## src/rtl/ssd_scan_ctrl.sv

```systemverilog
// Four-digit common-anode 7-segment scan controller with tear-free shadowing.
// Optional per-digit blinking is compiled in when SSD_SCAN_BLINK_EN is defined.
`timescale 1ns/1ps

module ssd_scan_ctrl #(
  parameter int REFRESH_DIV = 100000,
  parameter int CNT_W       = 17
`ifdef SSD_SCAN_BLINK_EN
  ,
  parameter int BLINK_DIV   = 50
`endif
) (
  input  logic        clk,
  input  logic        rst_n,
  input  logic        load,
  input  logic [15:0] value,
  input  logic [3:0]  dp,
  input  logic        lz_en,
`ifdef SSD_SCAN_BLINK_EN
  input  logic [3:0]  blink,
`endif
  output logic        frame,
  output logic [3:0]  ssd_ctl,
  output logic [7:0]  ssd_seg
);

  logic [CNT_W-1:0] r_presc;
  logic [1:0]       r_idx;
  logic [15:0]      r_pend;
  logic [15:0]      r_shad;
  logic [3:0]       r_dp_pend;
  logic [3:0]       r_dp_shad;
  logic             r_frame;
  logic [3:0]       r_ctl;
  logic [7:0]       r_seg;

  logic             w_tick;
  logic             w_wrap;
  logic [3:0]       w_nib;
  logic [3:0]       w_blank;
  logic [7:0]       w_seg_next;

  function automatic logic [6:0] f_seg7(input logic [3:0] nib);
    logic [6:0] seg;
    case (nib)
      4'd0:    seg = 7'b0000001;
      4'd1:    seg = 7'b1001111;
      4'd2:    seg = 7'b0010010;
      4'd3:    seg = 7'b0000110;
      4'd4:    seg = 7'b1001100;
      4'd5:    seg = 7'b0100100;
      4'd6:    seg = 7'b0100000;
      4'd7:    seg = 7'b0001111;
      4'd8:    seg = 7'b0000000;
      4'd9:    seg = 7'b0000100;
      default: seg = 7'b0111000;
    endcase
    return seg;
  endfunction

  assign w_tick = (r_presc == CNT_W'(REFRESH_DIV - 1));
  assign w_wrap = w_tick && (r_idx == 2'd3);
  assign w_nib  = r_shad[{r_idx, 2'b00} +: 4];

  // A digit blanks only when it and every digit to its left are zero.
  genvar gi;
  generate
    for (gi = 0; gi < 4; gi++) begin : g_blank
      if (gi == 0) begin : g_units
        assign w_blank[gi] = 1'b0;
      end else begin : g_upper
        assign w_blank[gi] = lz_en & ~(|r_shad[15:gi*4]);
      end
    end
  endgenerate

`ifdef SSD_SCAN_BLINK_EN
  localparam int BW = (BLINK_DIV > 1) ? $clog2(BLINK_DIV) : 1;
  logic [BW-1:0] r_blink_cnt;
  logic          r_blink_phase;

  always_ff @(posedge clk or negedge rst_n) begin
    if (!rst_n) begin
      r_blink_cnt   <= '0;
      r_blink_phase <= 1'b0;
    end else if (w_wrap) begin
      if (r_blink_cnt == BW'(BLINK_DIV - 1)) begin
        r_blink_cnt   <= '0;
        r_blink_phase <= ~r_blink_phase;
      end else begin
        r_blink_cnt <= r_blink_cnt + BW'(1);
      end
    end
  end
`endif

  always_comb begin
    w_seg_next = {w_blank[r_idx] ? 7'h7F : f_seg7(w_nib), ~r_dp_shad[r_idx]};
`ifdef SSD_SCAN_BLINK_EN
    if (r_blink_phase && blink[r_idx]) begin
      w_seg_next = 8'hFF;
    end
`endif
  end

  always_ff @(posedge clk or negedge rst_n) begin
    if (!rst_n) begin
      r_presc   <= '0;
      r_idx     <= 2'd0;
      r_pend    <= 16'h0000;
      r_shad    <= 16'h0000;
      r_dp_pend <= 4'b0000;
      r_dp_shad <= 4'b0000;
      r_frame   <= 1'b0;
      r_ctl     <= 4'b1111;
      r_seg     <= 8'hFF;
    end else begin
      r_presc <= w_tick ? '0 : r_presc + CNT_W'(1);
      if (w_tick) begin
        r_idx <= r_idx + 2'd1;
      end
      if (load) begin
        r_pend    <= value;
        r_dp_pend <= dp;
      end
      // Shadow samples the pre-edge pending, so a load on the wrap tick waits a frame.
      if (w_wrap) begin
        r_shad    <= r_pend;
        r_dp_shad <= r_dp_pend;
      end
      r_frame <= w_wrap;
      r_ctl   <= ~(4'b0001 << r_idx);
      r_seg   <= w_seg_next;
    end
  end

  assign frame   = r_frame;
  assign ssd_ctl = r_ctl;
  assign ssd_seg = r_seg;

endmodule

```

## config.mk

```make
export PLATFORM = sky130hd
export DESIGN_NAME = ssd_scan_ctrl
export DESIGN_NICKNAME = d
export VERILOG_FILES = /design/src/rtl/ssd_scan_ctrl.sv
export SDC_FILE = /design/constraint.sdc
export NUM_CORES = 1
export LEC_CHECK = 0
export CORE_MARGIN = 2
export CORE_UTILIZATION = 40
export DETAILED_ROUTE_END_ITERATION = 6
export PLACE_DENSITY_LB_ADDON = 0.3
export SYNTH_ARGS = -nofsm -noshare
export SYNTH_HDL_FRONTEND = slang
export SYNTH_SLANG_ARGS = --single-unit
export TNS_END_PERCENT = 5
```

## constraint.sdc

```tcl
create_clock -name clk -period 5.95 [get_ports clk]
set_input_delay 1.19 -clock clk [delete_from_list [all_inputs] [get_ports clk]]
set_output_delay 1.19 -clock clk [all_outputs]
set_load 0.05 [all_outputs]
```

==> flow_metrics.tcl, run 1 <==
set metrics [dict create \
    cts_hold_buf 0 \
    htree_levels 3 \
    routed_wl_mm 5.23 \
    io_pins 37 \
    drive_above_1_share 0.280 \
    die_area_sq_um 8760 \
    r2r-end "r_shad[6]" \
    cp-endpoint "ssd_seg[7]" \
    cts_tree "built" \
    power_density_nw_per_um2 260 \
    place_area_sq_um 3670 \
    cts_resized 0 \
    ys_seq_area_frac 0.566 \
    period_share 0.478 \
    grt_max_degree 73 \
    reg2regPathDepth 6 \
    wl_per_cell_um 13.5 \
    ys_ff_latch 72 \
    cts_setup_buffers 0 \
    syn-num-nets 275 \
    placementRows 32 \
    leakagePower_nw 1.70 \
    core_area_sq_um 7770 \
    hold_path_depth 1 \
    setup_tns_ns 0 \
    ys_top_cells_by_count "dfrtp_1 (60), mux2_2 (42), inv_1 (13)" \
    drtAntennaViolNets 0 \
    syn-cell-area_sq_um 3210 \
    synth_most_common_cell "dfrtp_1" \
    rsz0062_at_grt "false" \
    grt_pass1_wl_mm 9.09 \
    dpl.hpwl_mm 3.51 \
    yosys_warnings 0 \
    maxSlewHeadroom 0.409 \
    synth.distinct_cells 38 \
    multiInputGateArea_sq_um 1290 \
    cp-start-kind "flip-flop" \
    path_depth 1 \
    drc 0 \
    antenna_cells 0 \
    worstSetupPathType "reg2out" \
    viasPerCell 4.96 \
    cp-startpoint "ssd_seg[7]" \
    die_width_um 93.6 \
    synth.area.top_cells "dfrtp_1 (47%), mux2_2 (15%), dfstp_2 (9.8%), ha_1 (4.3%), xnor2_1 (2.7%)" \
    worstPathCellList "clkdlybuf4s50_1" \
    max_stage_delay_ns 0.79 \
    slowest_stage "clkdlybuf4s50_1" \
    die_h_um 93.6 \
    start_util 0.413 \
    synthCells 240 \
    cp_top_family "buffers and inverters" \
    setup_violations 0 \
    power_mw 1.02 \
    n_fill_cell 693 \
    drtIter0Drc 57 \
    worst-path-buf-inv 1 \
    critPathRequiredTime_ns 4.76 \
    hold_viol 0 \
    synth_edf_count 0 \
    regArea_sq_um 1820 \
    synth_top_area_frac 0.468 \
    port_buffers 36 \
    antenna_found_initial 0 \
    fin_area_sq_um 3910 \
    worst_pin_slew_ns 0.884 \
    area.growth.synth_to_final_pct 21.7 \
    grt_pass1_vias 1911 \
    cap_violations 0 \
    fin_util 0.503 \
    hp-class "reg2reg" \
    cp.arrival_ns 1.65 \
    drv_slew 0 \
    rrSetupSlack_ns 3.68 \
    vias 1925 \
    critPathCaptureType "primary output" \
    fin_nets 316 \
    fmax_mhz 351 \
    place.gp.congestion 0.771 \
    clk_pin_slew_worst_paths_ns 0.08 \
    clk_path_buf_depth 2 \
    status "completed" \
    overflow 0 \
    min_period_ns 2.84 \
    cp_max_fo 1 \
    first_pass_iters 4 \
    cts-buffers-inserted 9 \
    synth.largest_area_cell "dfrtp_1" \
    clk_latency_ns 0.35 \
    fin_skew_ns 0.00950 \
    clock-sinks 72 \
    grt_usage 0.138 \
    ys.flop_type "dfrtp_1" \
    root_buffer "clkbuf_8" \
    r2r_start "r_presc[0]" \
    avgSynthCellArea_sq_um 13.4 \
    max-vdd-ir-drop_uv 159 \
    synth-async-reset-ratio 1.00 \
]
[where the power goes]
group | switching, mW | internal [mW]
Sequential | 0.00672 | 0.503
Combinational | 0.0163 | 0.0254
Clock | 0.187 | 0.279
Total | 0.210 | 0.807
[worst min path at each step]
stage          startpoint    endpoint  slack (ns)
4_1_cts        r_presc[0]  r_presc[0]        0.50
5_1_grt        r_pend[10]  r_shad[10]        0.53
3_5_place_dp   r_presc[0]  r_presc[0]        0.49
6_report       r_presc[0]  r_presc[0]        0.50
3_3_place_gp   r_presc[0]  r_presc[0]        0.48
2_1_floorplan  r_presc[0]  r_presc[0]        0.45
[layer usage]
| metal | GRT usage | vias to the layer above | part of all wire |
|---|---|---|---|
| met5 | 0 | - | 0 |
| met4 | 0.0942 | 0 | 0.030 |
| met3 | 0.0346 | 11 | 0.037 |
| met2 | 0.202 | 43 | 0.44 |
| met1 | 0.181 | 945 | 0.49 |
| li1 | - | 926 | - |
[sequential cells by signal (all words and copies together), names as in the netlist]
| name | count |
|---|---|
| r_dp_pend | 4 |
| ssd_ctl | 4 |
| r_idx | 2 |
| r_pend | 16 |
| ssd_seg | 8 |
| r_presc | 17 |
| r_shad | 16 |
| r_dp_shad | 4 |
| frame | 1 |
[cell families (layout without fill, tap and decap cells)]
family / count (synthesis) / after routing / synth area share
flip-flops: 72 / 72 / 0.566
buffers and inverters: 22 / 68 / 0.0335
AO/OA/AOI/OAI: 16 / 16 / 0.0312
adder cells (fa/ha/maj): 11 / 11 / 0.0429
AND/OR/NAND/NOR: 53 / 53 / 0.0861
XOR/XNOR: 14 / 14 / 0.0382
multiplexers: 52 / 52 / 0.202
[cell type report]
type,instances,share of cell area
clock buffers,9,0.0317
repair buffers,39,0.0967
multi-input cells,146,0.331
inverters,13,0.0125
flip-flops and latches,72,0.465
clock inverters,7,0.0304
well taps,102,0.0327
[per-stage QoR]
stage / setup WS (ns) / std cells / hold WS (ns)
global route: 3.05 / 388 / 0.526
detailed placement: 3.13 / 372 / 0.491
CTS: 3.08 / 388 / 0.501
finish: 3.11 / 388 / 0.496
global placement: 3.15 / 372 / 0.478
floorplan: 3.95 / 240 / 0.455
[cell usage in the layout (no fill, tap or decap), types with 5 or more instances in the layout]
cell             synthesis  layout
dfstp_2                 12      12
xnor2_1                 10      10
clkbuf_8                 0       9
nand4_1                  5       5
dfrtp_1                 60      60
clkdlybuf4s50_1          0      35
nand3_1                  5       5
inv_1                   13      13
ha_1                    11      11
nand2_1                 11      11
nor3_1                   6       6
mux2_2                  42      42
nor2_1                  11      11
a21oi_1                  5       5
mux2i_1                  5       5
No activity file was read; power rests on OpenSTA's default activity.
==> run 2, diff against run 1 <==
==> constraint.sdc (replaced) <==
create_clock -name clk -period 2.7 [get_ports clk]
set_input_delay 0.54 -clock clk [delete_from_list [all_inputs] [get_ports clk]]
set_output_delay 0.54 -clock clk [all_outputs]
set_load 0.05 [all_outputs]
==> run 2 against run 1 <==
Effect of this change: sequential power up 120%; routed wire length fell by 1.6%; global-route usage fell by 0.10 points; sequential share of layout area shrank 0.28 points; power grew 120%; clock skew is 0.0032 ns higher; flip-flop and latch count unchanged; utilization up 0.31 points.
==> flow_metrics.tcl, run 2 (synthesis results as in run 1) <==
set metrics [dict create \
    clock-sinks 72 \
    drive_above_1_share 0.282 \
    regMostFlops "r_presc" \
    final_common_cell "dfrtp_1" \
    layout_setup_ws_ns 0.517 \
    die_area_sq_um 8760 \
    cts_tree "built" \
    swShare 0.190 \
    viasPerCell 4.93 \
    hold_viol 0 \
    drtIter0Drc 72 \
    n_fill_cell 688 \
    cp.arrival_ns 1.64 \
    clk_latency_ns 0.34 \
    period_share 0.808 \
    first_pass_iters 4 \
    placementRows 32 \
    root_buffer "clkbuf_8" \
    critPathCaptureType "primary output" \
    cts_resized 0 \
    r2r-end "r_shad[7]" \
    routed_wl_mm 5.15 \
    core_area_sq_um 7770 \
    leakagePower_nw 1.72 \
    overflow 0 \
    critPathRequiredTime_ns 2.16 \
    p_sw_mw 0.420 \
    worst_pin_slew_ns 0.491 \
    cts-buffers-inserted 9 \
    cts_hold_buf 0 \
    clk_path_buf_depth 2 \
    clk_pin_slew_worst_paths_ns 0.08 \
    grt_pass1_wl_mm 9.31 \
    worstPathCellList "clkdlybuf4s50_1" \
    setup_tns_ns 0 \
    pwr-share-seq 0.510 \
    reg2regPathDepth 6 \
    setup_violations 0 \
    cap_violations 0 \
    fmax_mhz 458 \
    power_density_nw_per_um2 561 \
    max_stage_delay_ns 0.79 \
    grt_pass1_vias 1953 \
    drtAntennaViolNets 0 \
    largest_registers "r_presc x17, r_pend x16, r_shad x16" \
    cts_setup_buffers 0 \
    place.gp.congestion 0.815 \
    dpl.hpwl_mm 3.54 \
    largest_reg_flops 17 \
    fin_nets 318 \
    worst-path-buf-inv 1 \
    maxSlewHeadroom 0.672 \
    hp-class "in2async" \
    rsz0062_at_grt "false" \
    multiInputGateArea_sq_um 1290 \
    cp_top_family "buffers and inverters" \
    r2r_start "r_presc[0]" \
    port_buffers 36 \
    fin_area_sq_um 3930 \
    htree_levels 3 \
    cp-start-kind "flip-flop" \
    regArea_sq_um 1820 \
    cp_max_fo 1 \
    slowest_stage "clkdlybuf4s50_1" \
    pre_cts_ws_ns 0.521 \
    die_h_um 93.6 \
    vias 1916 \
    max-vdd-ir-drop_uv 270 \
    wl_per_cell_um 13.2 \
    grt_max_degree 73 \
    antenna_cells 0 \
    hold_slack_ns 0.212 \
    start_util 0.413 \
    place_area_sq_um 3690 \
    layout_common_cells "dfrtp_1 (60), mux2_2 (42), clkdlybuf4s50_1 (35), inv_1 (13), clkbuf_8 (13)" \
    antenna_found_initial 0 \
    grt_usage 0.137 \
    drv_slew 0 \
    clockPowerShare 0.447 \
    worstSetupPathType "reg2out" \
    p_int_mw 1.78 \
    rrSetupSlack_ns 0.52 \
    fin_skew_ns 0.0127 \
    min_period_ns 2.18 \
    io_pins 37 \
    drc 0 \
    area.growth.synth_to_final_pct 22.5 \
    status "completed" \
    path_depth 1 \
    p_comb_frac 0.043 \
    die_width_um 93.6 \
]
[run 2: worst max path at each step]
stage / slack (ns) / to / start
2_1_floorplan: 0.76 / ssd_seg[3] / r_idx[1]
4_1_cts: 0.49 / ssd_seg[0] / ssd_seg[0]
6_report: 0.52 / ssd_seg[7] / ssd_seg[7]
3_5_place_dp: 0.52 / r_shad[12] / r_presc[0]
3_3_place_gp: 0.62 / r_shad[0] / r_presc[0]
5_1_grt: 0.36 / r_shad[13] / r_presc[0]
[run 2: power by group through the flow]
stage	combinational [mW]	sequential [mW]	clock, mW
6_report	0.0942	1.13	0.985
5_1_grt	0.105	1.13	1.06
4_1_cts	0.0973	1.13	1.01
3_5_place_dp	0.0973	1.15	0
3_3_place_gp	0.0960	1.15	0
2_1_floorplan	0.0362	1.14	0
[run 2: metal layers]
layer / track usage / wire (um)
met1: 0.187 / 2500
met2: 0.206 / 2380
met3: 0.0371 / 201
met4: 0.0616 / 66
met5: 0 / 0
[run 2: stage by stage]
step,util,total power [mW],instances
after floorplan,-,1.17,240
after global placement,0.476,1.24,374
after detailed placement,0.476,1.24,374
after CTS,0.506,2.24,389
after global routing,0.506,2.30,389
final,0.506,2.20,389
[run 2: layout make-up]
cell class | instances | area share
Timing Repair Buffer | 41 | 0.103
Clock buffer | 13 | 0.0455
Tap cell | 102 | 0.0325
Multi-Input combinational cell | 146 | 0.329
Inverter | 13 | 0.0124
Sequential cell | 72 | 0.462
Clock inverter | 2 | 0.0153
